**config.mk**
```make
export PLATFORM = sky130hd
export DESIGN_NAME = bnn_fc_sequencer_flat
export DESIGN_NICKNAME = d
export VERILOG_FILES = /design/src/rtl/bnn_fc_sequencer_if.sv /design/src/rtl/bnn_fc_sequencer.sv /design/src/flat_wrapper.sv
export SDC_FILE = /design/constraint.sdc
export NUM_CORES = 1
export LEC_CHECK = 0
export CORE_ASPECT_RATIO = 0.75
export CORE_MARGIN = 2
export CORE_UTILIZATION = 51
export CTS_CLUSTER_SIZE = 14
export DETAILED_ROUTE_END_ITERATION = 12
export GPL_ROUTABILITY_DRIVEN = 1
export GPL_TIMING_DRIVEN = 0
export HOLD_SLACK_MARGIN = 0.12
export PLACE_DENSITY_LB_ADDON = 0.3
export SLEW_MARGIN = 0
export SYNTH_ARGS = -nofsm -noshare
export SYNTH_HDL_FRONTEND = slang
export SYNTH_SLANG_ARGS = --single-unit
```
**constraint.sdc**
```tcl
create_clock -name iCLK -period 2.7 [get_ports iCLK]
set_input_delay 0.54 -clock iCLK [delete_from_list [all_inputs] [get_ports iCLK]]
set_output_delay 0.54 -clock iCLK [all_outputs]
set_load 0.005 [all_outputs]
```
**src/rtl/bnn_fc_sequencer_if.sv**
```systemverilog
// Control/result bus between the BNN FC pass sequencer and its FC engine and result consumer.
interface bnn_fc_sequencer_if;
    logic        go;
    logic        fc_start;
    logic [4:0]  state;
    logic [7:0]  raddr;
    logic [2:0]  cnt_stage_fc;
    logic [12:0] fc_data;
    logic        fc_end;
    logic        fc_finish;
    logic        res_valid;
    logic [12:0] res_data;
    logic [2:0]  res_idx;
    logic        res_ready;
    logic        busy;
    logic        done;
    logic        err;

    modport master (
        input  go, fc_data, fc_end, fc_finish, res_ready,
        output fc_start, state, raddr, cnt_stage_fc, res_valid, res_data, res_idx, busy, done, err
    );
    modport slave (
        output go, fc_data, fc_end, fc_finish, res_ready,
        input  fc_start, state, raddr, cnt_stage_fc, res_valid, res_data, res_idx, busy, done, err
    );
endinterface

```
**src/rtl/bnn_fc_sequencer.sv**
```systemverilog
// Drives NSTG fully-connected stages through the FC engine, collects one result per stage,
// then streams the results out; a per-stage watchdog aborts a stalled pass.
module bnn_fc_sequencer #(
    parameter int NSTG = 5,
    parameter int NRD  = 54,
    parameter int TMO  = 63
) (
    input  logic iCLK,
    input  logic iRST,
    bnn_fc_sequencer_if.master bus
);
    localparam int         WDW  = $clog2(TMO + 1);
    localparam logic [2:0] LAST = 3'(NSTG - 1);

    typedef enum logic [2:0] {IDLE, START, READ, WAIT, CAPT, FIN, DRAIN, DONE} st_t;

    st_t            st, nst;
    logic [7:0]     rd_cnt;
    logic [2:0]     stage, didx;
    logic [WDW-1:0] wd;
    logic [12:0]    res [NSTG];
    logic           tmo, err_c;

    // Watchdog saturates at TMO so a late CAPT still trips the check in FIN.
    assign tmo = (wd == WDW'(TMO));

    always_comb begin
        nst          = st;
        bus.fc_start = 1'b0;
        err_c        = 1'b0;
        bus.done     = 1'b0;
        case (st)
            IDLE:  if (bus.go) nst = START;
            START: begin bus.fc_start = 1'b1; nst = READ; end
            READ: begin
                if (bus.fc_end)                    nst = CAPT;
                else if (tmo)                      begin err_c = 1'b1; nst = IDLE; end
                else if (rd_cnt == 8'(NRD - 1))    nst = WAIT;
            end
            WAIT: begin
                if (bus.fc_end)  nst = CAPT;
                else if (tmo)    begin err_c = 1'b1; nst = IDLE; end
            end
            CAPT:  nst = (stage == LAST) ? FIN : START;
            FIN: begin
                if (bus.fc_finish) nst = DRAIN;
                else if (tmo)      begin err_c = 1'b1; nst = IDLE; end
            end
            DRAIN: if (bus.res_ready && didx == LAST) nst = DONE;
            DONE:  begin bus.done = 1'b1; nst = IDLE; end
            default: nst = IDLE;
        endcase
    end

    assign bus.err          = err_c;
    assign bus.busy         = (st != IDLE);
    assign bus.state        = bus.busy ? 5'd15 : 5'd0;
    assign bus.raddr        = (st == READ) ? rd_cnt : 8'd0;
    assign bus.cnt_stage_fc = stage;
    assign bus.res_valid    = (st == DRAIN);
    assign bus.res_data     = (st == DRAIN) ? res[didx] : 13'd0;
    assign bus.res_idx      = (st == DRAIN) ? didx : 3'd0;

    always_ff @(posedge iCLK or posedge iRST) begin
        if (iRST) begin
            st     <= IDLE;
            rd_cnt <= '0;
            stage  <= '0;
            didx   <= '0;
            wd     <= '0;
            for (int i = 0; i < NSTG; i++) res[i] <= '0;
        end else begin
            st <= nst;
            if (st == IDLE && bus.go) stage <= '0;
            if (st == START) begin
                rd_cnt <= '0;
                wd     <= WDW'(1);
            end else if (st inside {READ, WAIT, CAPT, FIN} && !tmo) begin
                wd <= wd + 1'b1;
            end
            if (st == READ) rd_cnt <= rd_cnt + 8'd1;
            // The result is valid alongside the end strobe, so latch it on that edge.
            if (st inside {READ, WAIT} && bus.fc_end) res[stage] <= bus.fc_data;
            if (st == CAPT && stage != LAST) stage <= stage + 3'd1;
            if (st == FIN) didx <= '0;
            if (st == DRAIN && bus.res_ready && didx != LAST) didx <= didx + 3'd1;
            if (err_c) for (int i = 0; i < NSTG; i++) res[i] <= '0;
        end
    end
endmodule

```
**src/flat_wrapper.sv**
```systemverilog
// flat-port wrapper written by rule: the top's interface ports become plain ports
module bnn_fc_sequencer_flat 
#(
    parameter int NSTG = 5,
    parameter int NRD  = 54,
    parameter int TMO  = 63
)
  (iCLK, iRST, bus_go, bus_fc_data, bus_fc_end, bus_fc_finish, bus_res_ready, bus_fc_start, bus_state, bus_raddr, bus_cnt_stage_fc, bus_res_valid, bus_res_data, bus_res_idx, bus_busy, bus_done, bus_err);
  bnn_fc_sequencer_if bus_i ();
  input  logic iCLK;
  input  logic iRST;
  input wire logic [$bits(bus_i.go)-1:0] bus_go;
  input wire logic [$bits(bus_i.fc_data)-1:0] bus_fc_data;
  input wire logic [$bits(bus_i.fc_end)-1:0] bus_fc_end;
  input wire logic [$bits(bus_i.fc_finish)-1:0] bus_fc_finish;
  input wire logic [$bits(bus_i.res_ready)-1:0] bus_res_ready;
  output wire logic [$bits(bus_i.fc_start)-1:0] bus_fc_start;
  output wire logic [$bits(bus_i.state)-1:0] bus_state;
  output wire logic [$bits(bus_i.raddr)-1:0] bus_raddr;
  output wire logic [$bits(bus_i.cnt_stage_fc)-1:0] bus_cnt_stage_fc;
  output wire logic [$bits(bus_i.res_valid)-1:0] bus_res_valid;
  output wire logic [$bits(bus_i.res_data)-1:0] bus_res_data;
  output wire logic [$bits(bus_i.res_idx)-1:0] bus_res_idx;
  output wire logic [$bits(bus_i.busy)-1:0] bus_busy;
  output wire logic [$bits(bus_i.done)-1:0] bus_done;
  output wire logic [$bits(bus_i.err)-1:0] bus_err;
  assign bus_i.go = bus_go;
  assign bus_i.fc_data = bus_fc_data;
  assign bus_i.fc_end = bus_fc_end;
  assign bus_i.fc_finish = bus_fc_finish;
  assign bus_i.res_ready = bus_res_ready;
  assign bus_fc_start = bus_i.fc_start;
  assign bus_state = bus_i.state;
  assign bus_raddr = bus_i.raddr;
  assign bus_cnt_stage_fc = bus_i.cnt_stage_fc;
  assign bus_res_valid = bus_i.res_valid;
  assign bus_res_data = bus_i.res_data;
  assign bus_res_idx = bus_i.res_idx;
  assign bus_busy = bus_i.busy;
  assign bus_done = bus_i.done;
  assign bus_err = bus_i.err;
  bnn_fc_sequencer #(.NSTG(NSTG), .NRD(NRD), .TMO(TMO)) u_core (.iCLK(iCLK), .iRST(iRST), .bus(bus_i));
endmodule
```
# Word level (Yosys, flattened, before mapping)
# Index checks and enable logic that the tools add are counted.
word_totals:
  register_bits: 88
  output_inout_bits: 37
  elab_cells: 91
classes:
  n_addsub: 4
  order_cmp: 3
  eq_ne: 16
  muxes: 36
  bitwise_logic: 2
  n_reduce_logical: 20
op_table:
  columns: ["cell", "n"]
  rows:
  - ["2-to-1 mux 65 bit", 2]
  - ["bitwise mux 65 bit", 1]
  - ["2-to-1 mux 13 bit", 4]
  - ["2-to-1 mux 3 bit", 14]
  - ["binary-select mux 13 bit (select 3 bit)", 1]
  - ["demux 13 bit (select 3 bit)", 1]
  - ["2-to-1 mux 8 bit", 3]
  - ["one-hot mux 3 bit (8 select lines)", 1]
  - ["equality test 3 bit (second input constant)", 6]
  - ["2-to-1 mux 6 bit", 2]
  - ["nonzero test 2 bit", 6]
  - ["adder 8 x 1 -> 8 bit (second input constant)", 1]
  - ["equality test 8 x 6 -> 1 bit (second input constant)", 1]
  - ["greater-or-equal comparator 4 bit (second input constant)", 2]
  - ["logical AND 1 bit", 8]
  - ["inverter 3 -> 4 bit", 2]
  - ["adder 3 x 1 -> 3 bit (second input constant)", 2]
  - ["adder 6 x 1 -> 6 bit (second input constant)", 1]
  - ["equality test 3 x 2 -> 1 bit (second input constant)", 2]
  - ["equality test 6 bit (second input constant)", 1]
  - ["inequality test 3 bit (second input constant)", 2]
  - ["2-to-1 mux 1 bit", 5]
  - ["less-than comparator 4 x 1 -> 1 bit (second input constant)", 1]
  - ["2-to-1 mux 4 bit", 1]
  - ["11 further kinds", 11]

# Depth between registers and ports, before layout
# Gate-level depths: netlist of run 1.
logic_depth:
  depth_word: 8
  mapped_depth: 9
  depth_no_buf: 6

# Worst setup path before layout of run 1
# No wires, ideal clock.
synth_timing:
  path_type: "register to register"
  from: "reg u_core.st[2]"
  to: "reg u_core.res[0] (netlist bit)"
  t_arrival_ps: 2071
  required_ps: 2581
  setup_slack_ps: 511
  stages_incl_launch_ff: 9
  path_cell_list: "dfrtp_1 clkbuf_1 clkinv_1 ha_1 nand2_1 nand4b_1 buf_2 mux2i_1 nor2_1"
synth_between:
  elab_chain_len: 4
synth_rtl:
  columns: ["element", "line", "text"]
  rows:
  - ["start, declared", "bnn_fc_sequencer.sv:17", "st_t st, nst;"]
  - ["start signal, assigned", "bnn_fc_sequencer.sv:73", "st <= nst;"]
  - ["equality test 3 x 2 -> 1 bit", "bnn_fc_sequencer.sv:32, bnn_fc_sequencer.sv:83", null]
  - ["OR reduction 2 bit (no source line) or nonzero test 2 bit (tied branches)", null, null]
  - ["one-hot mux 1 bit (2 select lines) or logical AND 1 bit (tied branches)", "bnn_fc_sequencer.sv:32, bnn_fc_sequencer.sv:83", null]
  - ["2-to-1 mux 65 bit or nonzero test 2 bit (tied branches)", null, null]
  - ["end signal, assigned by index", "bnn_fc_sequencer.sv:83", "if (st inside {READ, WAIT} && bus.fc_end) res[stage] <= bus.fc_data;"]
  - ["end, declared", "bnn_fc_sequencer.sv:21", "logic [12:0] res [NSTG];"]
# Several ways; a longest one is shown, not always the timed one.
# A chain may end at the register's enable or synchronous reset.

# Worst setup path after layout of run 1
layout_timing:
  from: "reg u_core.st[2]"
  to: "out bus_err"
layout_between:
  elab_chain_len: 3
layout_rtl:
  columns: ["element", "line", "text"]
  rows:
  - ["equality test 3 x 2 -> 1 bit", "bnn_fc_sequencer.sv:32", "case (st)"]
  - ["OR reduction 2 bit (no source line)", null, null]
  - ["one-hot mux 1 bit (2 select lines) (*)", "bnn_fc_sequencer.sv:32", null]
  - ["end, declared", "flat_wrapper.sv:26", "output wire logic [$bits(bus_i.err)-1:0] bus_err;"]
# Every way passes the cells marked *; elsewhere a longest branch is shown, timed or not.

==> flow_summary_export.csv, run 1 <==
group,metric,value,unit
status,status,"finished, final reports clean",
logic_synthesis,syn_nets,498,
timing,setup_slack,0.0204,ns
power,ir_drop,0.414,mV
timing,worstMarginPinSlew,0.711,ns
logic_synthesis,synth_edf_count,0,
timing,rsz0062_at_grt,"true",
critical_path,r2r_start,"u_core.st[2]",
logic_synthesis,synth_area_leaders,"dfrtp_1 47%, mux2i_1 11%, nor2_1 6.4%",
floorplanning,rows,30,
floorplanning,design.core.area,0.00901,mm²
detailed_routing,drt_pre_antenna_iters,5,
clock_tree,tritoncts,"built",
detailed_routing,via_count,3914,
logic_synthesis,synth_area_per_cell,10.0,µm²
logic_synthesis,ys.flop_type,"dfrtp_1",
timing,period_share,99.2,%
detailed_routing,route.detailed.drc,0,
critical_path,cp_max_fo,10,
global_route,grt_pass1_vias,3904,
critical_path,worstSetupPathType,"flop to primary output",
logic_synthesis,synth.top_cells.by_count,"88 x dfrtp_1, 80 x nor2_1, 53 x mux2i_1, 46 x nand2_1, 24 x a21oi_1",
place,pre_cts_slack,-0.264,ns
logic_synthesis,synth-seq-cells,88,
place,port_buffers,54,
cells_and_area,layout-drive-gt1-share,16.5,%
floorplanning,die-area,0.0100,mm²
detailed_routing,drt-initial-drc-count,389,
cells_and_area,areaGrowthSynthToFinish,26.3,%
logic_synthesis,yosysWarnings,0,
logic_synthesis,synth_area,0.00470,mm²
place,gp_congestion,0.911,
logic_synthesis,ys_seq_area_share,46.9,%
floorplanning,ios,56,
cells_and_area,n_antenna_cell,0,
global_route,grt_pass1_wl,19900,µm
critical_path,cp.required,2.16,ns
logic_synthesis,yosysTopAreaCell,"dfrtp_1",
clock_tree,cts_buffers,9,
power,p_per_area,712,mW/mm²
timing,final.setup_skew,0.00969,ns
floorplanning,die_w,115,µm
clock_tree,clk_path_buf_depth,2,
timing,period_needed,2.68,ns
clock_tree,cts_root_buf,"clkbuf_16",
timing,setup_violations,0,
clock_tree,path_clk_slew,0.06,ns
timing,clock.fmax,0.373,GHz
critical_path,end_kind,"primary output",
cells_and_area,nets,575,
global_route,track_usage,26.1,%
clock_tree,clock_latency,0.34,ns
timing,slew_violations,0,
logic_synthesis,ys_types,49,
global_route,gr-total-overflow,0,
detailed_routing,ant_nets,0,
global_route,grt_antenna_before_repair,0,
logic_synthesis,yosysMostFrequentCell,"dfrtp_1",
power,p_leak,0.00298,µW
logic_synthesis,ys_async_sr_fraction,100,%
floorplanning,start_util,52.2,%
critical_path,arrival,2.14,ns
clock_tree,htree_levels,3,
worst_hold_path,hold_class,"flop to flop",
clock_tree,cts_sinks,88,
timing,hold_ws,0.518,ns
worst_hold_path,min_from,"u_core.res[45]",
critical_path,startpoint,"u_core.st[2]",
global_route,grt_max_degree,42,
flow_run,drv_cap,0,
timing,max-slew-margin-rel,52.2,%
place,dp.final_hpwl,8170,µm
critical_path,start_kind,"flop",
timing,finalHoldViolCount,0,
detailed_routing,vias_per_cell,5.94,
logic_synthesis,synth_top_cell_area_share,46.9,%
detailed_routing,routedWlPerCell,18.6,µm
floorplanning,fp.dieH,87.1,µm
logic_synthesis,synthCells,469,
detailed_routing,drt-total-wl,12300,µm
[worst max-delay path, stage by stage (launching register included)]
cell and delay (ns):
dfrtp_2 0.46, buf_4 0.20, clkinv_4 0.09, ha_2 0.22, a2bb2oi_2 0.08, nor2_4 0.13
buf_6 0.12, clkdlybuf4s50_1 0.50
[cells by family after synthesis]
kind of cell,share of synthesized area [%]
AND/OR/NAND/NOR,16.6
flip-flops,46.9
AO/OA/AOI/OAI,9.74
multiplexers,17.5
buffers and inverters,5.56
adder cells (fa/ha/maj),2.66
XOR/XNOR,0.932
other,0.0798
[flip-flops by register name, indices dropped and copies added (netlist names)]
register	cells
u_core.res	65
u_core.rd_cnt	8
u_core.wd	6
u_core.bus.cnt_stage_fc	3
u_core.didx	3
u_core.st	3
[power breakdown]
group | internal (µW) | switching (µW) | total, µW | leakage [µW]
logic | 728 | 686 | 1410 | 0.00167
clock network | 628 | 490 | 1120 | 0.000119
registers | 1540 | 153 | 1690 | 0.00119
[placed cells by master, fill, tap and decap left out, types with 3 or more instances in the layout]
cell / count
dfrtp_1: 85
a22oi_1: 12
mux4_2: 13
dlymetal6s2s_1: 12
a21oi_1: 24
o21ai_0: 19
dfrtp_2: 3
ha_1: 9
xnor2_1: 4
nand4_1: 4
buf_12: 4
clkdlybuf4s50_1: 41
clkbuf_16: 9
buf_2: 6
clkbuf_1: 4
nand2_1: 45
inv_2: 4
and2_1: 7
a31oi_1: 3
nor3_1: 5
nor2_1: 79
buf_4: 22
nand3_1: 10
mux2i_1: 53
buf_6: 8
inv_1: 10
[through the flow]
stage | TNS [ns] | util, % | area [µm²] | power (µW) | cells
floorplan | 0 | - | 4700 | 2560 | 469
global placement | -1.95 | 59.8 | 5380 | 2920 | 635
detailed placement | -3.84 | 60.2 | 5420 | 2980 | 637
CTS | -0.107 | 64.7 | 5830 | 4200 | 654
global route | -0.0203 | 65.9 | 5940 | 4460 | 659
finish | 0 | 65.9 | 5940 | 4220 | 659
[worst paths after layout]
kind,to,slack (ns),cells after the start
max,bus_err,0.02,7
min,u_core.res[45],0.52,2
max reg2reg,u_core.res[44],0.30,8
min reg2reg,u_core.res[45],0.52,2
max in group asynchronous,u_core.didx[1],1.34,4
min in group asynchronous,u_core.wd[0],0.56,2
[routing by layer]
layer  vias up  share of wire, %  track usage [%]
li1       1791                 -                -
met1      1944                44             36.5
met2       151                47             39.6
met3        28               7.0             6.26
met4         0               2.4             10.2
met5         -                 0                0
[cell type report]
type                    instances  area (µm²)
plain buffers                  32         243
clock buffers                  11         243
clock inverters                 1        7.51
fillers                       721        3070
inverters                      16        68.8
multi-input cells             330        2300
flip-flops and latches         88        2210
well taps                     112         140
repair buffers                 69         727
[repair_timing]
| action | CTS | global route |
|---|---|---|
| cloned | 1 | 0 |
| buffers inserted | 6 | 6 |
| pin swaps | 1 | 7 |
| gates resized for setup | 37 | 24 |
| setup endpoints to repair | 50 | 22 |
| hold buffers | 0 | 0 |
Note: power is estimated with default switching activity, not from simulation.
==> inputs of run 2 (changes only) <==
MAX_ROUTING_LAYER = met4   (was not set)
==> flow_summary_export.csv, run 2 (synthesis gave the netlist of run 1 again) <==
group,metric,value,unit
cells_and_area,layout_commonest_cell,"dfrtp_1",
global_route,gr-total-overflow,0,
clock_tree,cts_root_buf,"clkbuf_16",
cells_and_area,fillCellCount,692,
cells_and_area,areaGrowthSynthToFinish,28.7,%
cells_and_area,top_regs,"u_core.res: 65 flops, u_core.rd_cnt: 8 flops, u_core.wd: 6 flops",
floorplanning,die_w,115,µm
cells_and_area,nets,583,
global_route,track_usage,26.6,%
cells_and_area,n_antenna_cell,0,
cells_and_area,layout-drive-gt1-share,18.8,%
floorplanning,die-area,0.0100,mm²
timing,slew_violations,0,
place,port_buffers,54,
detailed_routing,drt_pre_antenna_iters,5,
clock_tree,cts_buffers,9,
critical_path,arrival,2.14,ns
clock_tree,tritoncts,"built",
place,dp.final_hpwl,8170,µm
floorplanning,design.core.area,0.00901,mm²
critical_path,cp_max_fo,10,
status,status,"finished, final reports clean",
critical_path,worstSetupPathType,"flop to primary output",
floorplanning,start_util,52.2,%
cells_and_area,multiInputGateArea,0.00232,mm²
clock_tree,path_clk_slew,0.07,ns
timing,final.setup_skew,0.0103,ns
power,p_leak,0.00299,µW
floorplanning,fp.dieH,87.1,µm
floorplanning,ios,56,
global_route,grt_antenna_before_repair,0,
critical_path,cp.required,2.16,ns
timing,max-slew-margin-rel,49.9,%
place,pre_cts_slack,-0.265,ns
global_route,grt_max_degree,43,
timing,finalHoldViolCount,0,
cells_and_area,seqCellArea,0.00221,mm²
detailed_routing,route.detailed.drc,0,
timing,worstMarginPinSlew,0.746,ns
detailed_routing,drt-total-wl,12300,µm
clock_tree,clock_latency,0.34,ns
clock_tree,clk_path_buf_depth,2,
detailed_routing,via_count,3946,
timing,setup_violations,0,
floorplanning,rows,30,
clock_tree,cts_sinks,88,
critical_path,rr_worst_depth,8,
timing,clock.fmax,0.373,GHz
detailed_routing,ant_nets,0,
timing,fin_tns_setup,0,ns
worst_hold_path,hold_class,"flop to flop",
timing,setup_slack,0.0176,ns
worst_hold_path,min_delay_path_depth,2,
critical_path,end_kind,"primary output",
detailed_routing,routedWlPerCell,18.3,µm
global_route,grt_pass1_wl,19700,µm
critical_path,start_kind,"flop",
cells_and_area,regMostFlops,"u_core.res",
power,ir_drop,0.434,mV
cells_and_area,layout_common_cells,"85 x dfrtp_1, 78 x nor2_1, 53 x mux2i_1",
place,gp_congestion,0.893,
flow_run,drv_cap,0,
global_route,grt_pass1_vias,3837,
timing,rsz0062_at_grt,"true",
detailed_routing,vias_per_cell,5.88,
cells_and_area,largest_reg_flops,65,
timing,period_share,99.3,%
timing,period_needed,2.68,ns
power,p_per_area,731,mW/mm²
clock_tree,htree_levels,3,
detailed_routing,drt-initial-drc-count,397,
run 2: metrics by stage:
| step | utilization, % | hold slack [ns] | total power, µW | instances | area [µm²] |
|---|---|---|---|---|---|
| 2_1_floorplan | - | 0.477 | 2560 | 469 | 4700 |
| 3_3_place_gp | 59.8 | 0.496 | 2920 | 635 | 5380 |
| 3_5_place_dp | 60.2 | 0.504 | 2980 | 637 | 5420 |
| 4_1_cts | 65.4 | 0.521 | 4340 | 660 | 5890 |
| 5_1_grt | 67.1 | 0.549 | 4670 | 671 | 6050 |
| 6_report | 67.1 | 0.519 | 4420 | 671 | 6050 |
run 2: area by class of cell:
type / count / share of cell area (%)
timing repair buffer: 76 / 12.7
multi-input combinational: 330 / 38.4
buffer: 33 / 4.18
clock inverter: 5 / 0.952
inverter: 16 / 1.10
tap: 112 / 2.32
sequential: 88 / 36.5
clock buffer: 11 / 3.85
run 2: worst paths after layout:
check / start / end / slack (ns)
setup / recovery: u_core.didx[0] / bus_res_data[1] / 0.02
hold / removal: u_core.res[36] / u_core.res[36] / 0.52
setup reg to reg: u_core.st[2] / u_core.res[44] / 0.28
hold reg to reg: u_core.res[36] / u_core.res[36] / 0.52
max in group asynchronous: iRST / u_core.res[21] / 1.37
min in group asynchronous: iRST / u_core.wd[5] / 0.55
run 2: routing by layer:
layer,track usage [%],share of wire (%)
met1,37.9,46
met2,38.3,46
met3,5.36,6.7
met4,9.09,2.1
met5,-,0
run 2: critical path: stages (launching register included):
cell and delay, ns:
dfrtp_1 0.40, buf_8 0.14, buf_12 0.14, nor3_4 0.22, buf_4 0.18, a22oi_1 0.08
nor2_1 0.12, clkdlybuf4s50_1 0.51
run 2: report_power, final:
part,switching [µW],internal (µW),leakage (µW)
clock network,515,718,0.000143
logic,718,783,0.00166
registers,148,1540,0.00119
total,1380,3040,0.00299
run 2: what timing repair did:
action	in CTS	in global routing
hold buffers	0	0
pin swaps	2	3
cloned	1	0
resized for setup	36	27
buffers inserted	8	11
setup endpoints to repair	50	27
==> inputs of run 3 (changes only) <==
CAP_MARGIN = 20   (was not set)
CORE_MARGIN = not set   (was 2)
==> flow_summary_export.csv, run 3 (synthesis gave the netlist of run 1 again) <==
group,metric,value,unit
clock_tree,htree_levels,3,
worst_hold_path,hold_class,"flop to flop",
clock_tree,cts_buffers,9,
critical_path,r2r_end,"u_core.res[44]",
cells_and_area,nets,575,
cells_and_area,top_regs,"u_core.res: 65 flops, u_core.rd_cnt: 8 flops, u_core.wd: 6 flops",
timing,hold_ws,0.519,ns
timing,fin_tns_setup,-0.157,ns
detailed_routing,routedWlPerCell,18.3,µm
timing,setup_violations,7,
detailed_routing,highest_layer,"met4",
cells_and_area,seqCellArea,0.00220,mm²
critical_path,rr_worst_depth,8,
floorplanning,ios,56,
cells_and_area,largest_reg_flops,65,
cells_and_area,areaGrowthSynthToFinish,26.7,%
detailed_routing,via_count,3862,
critical_path,cp_max_fo,10,
critical_path,cp_slowest_stage_delay,0.49,ns
floorplanning,fp.dieH,85.1,µm
detailed_routing,drt_pre_antenna_iters,5,
timing,finalHoldViolCount,0,
global_route,gr-total-overflow,0,
detailed_routing,m1WireLength,5600,µm
detailed_routing,vias_per_cell,5.86,
timing,rsz0062_at_grt,"true",
place,dp.final_hpwl,8000,µm
critical_path,r2r_start,"u_core.st[2]",
critical_path,path_cells,"buf_2, nor3b_2, clkbuf_2, and2_1, clkdlybuf4s50_1",
cells_and_area,multiInputGateArea,0.00230,mm²
place,port_buffers,54,
cells_and_area,layout-drive-gt1-share,17.1,%
place,gp_congestion,0.872,
critical_path,arrival,2.19,ns
timing,final.setup_skew,0.00599,ns
global_route,grt_pass1_wl,19800,µm
detailed_routing,route.detailed.drc,0,
clock_tree,cts_sinks,88,
floorplanning,rows,29,
clock_tree,cts_root_buf,"clkbuf_16",
global_route,grt_antenna_before_repair,0,
timing,period_needed,2.73,ns
detailed_routing,dr_wl_met3,836,µm
cells_and_area,layout_commonest_cell,"dfrtp_1",
power,p_total,4310,µW
place,pre_cts_slack,-0.247,ns
detailed_routing,met2_wirelength,5440,µm
status,status,"finished, violations left",
power,p_per_area,724,mW/mm²
timing,worstMarginPinSlew,0.802,ns
flow_run,drv_cap,0,
clock_tree,tritoncts,"built",
critical_path,cp-endpoint,"bus_raddr[2]",
global_route,track_usage,28.1,%
critical_path,startpoint,"u_core.st[0]",
timing,max-slew-margin-rel,46.1,%
clock_tree,path_clk_slew,0.06,ns
timing,setup_slack,-0.0310,ns
detailed_routing,drt-initial-drc-count,313,
critical_path,worstSetupPathType,"flop to primary output",
global_route,grt_max_degree,39,
status,violations,"negative setup slack",
critical_path,r2r_slack,0.26,ns
detailed_routing,drt-total-wl,12000,µm
floorplanning,die_w,113,µm
timing,clock.fmax,0.366,GHz
cells_and_area,fillCellCount,664,
critical_path,crit_slowest_cell,"clkdlybuf4s50_1",
global_route,grt_pass1_vias,3746,
clock_tree,cts_hold_buf,0,
critical_path,cp.required,2.16,ns
clock_tree,clk_path_buf_depth,2,
cells_and_area,n_antenna_cell,0,
timing,slew_violations,0,
detailed_routing,ant_nets,0,
critical_path,end_kind,"primary output",
floorplanning,design.core.area,0.00871,mm²
clock_tree,clock_latency,0.34,ns
critical_path,start_kind,"flop",
floorplanning,start_util,54.0,%
timing,period_share,101,%
cells_and_area,layout_common_cells,"86 x dfrtp_1, 79 x nor2_1, 53 x mux2i_1",
power,p_leak,0.00294,µW
cells_and_area,regMostFlops,"u_core.res",
floorplanning,die-area,0.00961,mm²
power,ir_drop,0.451,mV
run 3: metal layers:
layer | GRT usage (%) | vias to the layer above
met2 | 41.4 | 155
li1 | - | 1796
met5 | - | -
met4 | 6.67 | 0
met1 | 40.5 | 1895
met3 | 4.93 | 16
run 3: worst max-delay path, delay by kind of cell, from the launching register on:
family	cells	cell delay, ns
buffers and inverters	3	0.94
AND/OR/NAND/NOR	2	0.52
flip-flops	1	0.39
run 3: how the worst min path moves through the flow:
| stage | endpoint | cells past startpoint | from |
|---|---|---|---|
| after floorplan | u_core.wd[2] | 1 | u_core.wd[2] |
| after global placement | u_core.res[30] | 2 | u_core.res[30] |
| after detailed placement | u_core.res[32] | 2 | u_core.res[32] |
| after CTS | u_core.rd_cnt[5] | 1 | u_core.rd_cnt[5] |
| after global routing | u_core.res[6] | 2 | u_core.res[6] |
| final | u_core.res[40] | 2 | u_core.res[40] |
run 3: area by class of cell:
class	instances	share of cell area, %
clock inverters	2	0.210
clock buffers	14	4.60
flip-flops and latches	88	37.0
multi-input cells	330	38.6
plain buffers	32	4.04
inverters	16	1.11
well taps	108	2.27
repair buffers	69	12.1
run 3: what timing repair did:
action / in CTS / in global routing
gates resized for setup: 33 / 20
pin swaps: 2 / 2
setup buffers: 7 / 5
endpoints found under the setup margin: 42 / 28
cloned: 1 / 0
hold endpoints to repair: 0 / 0
run 3: where the power goes:
part,internal [µW],switching [µW],total [µW]
combinational,745,680,1430
sequential,1540,152,1690
clock,698,494,1190
total,2980,1330,4310
run 3: stage by stage:
| stage | util, % | instance area, µm² | cells |
|---|---|---|---|
| final | 68.4 | 5950 | 659 |
| after global routing | 68.4 | 5950 | 659 |
| after CTS | 67.3 | 5860 | 655 |
| after detailed placement | 62.2 | 5420 | 633 |
| after global placement | 61.8 | 5380 | 631 |
| after floorplan | - | 4700 | 469 |
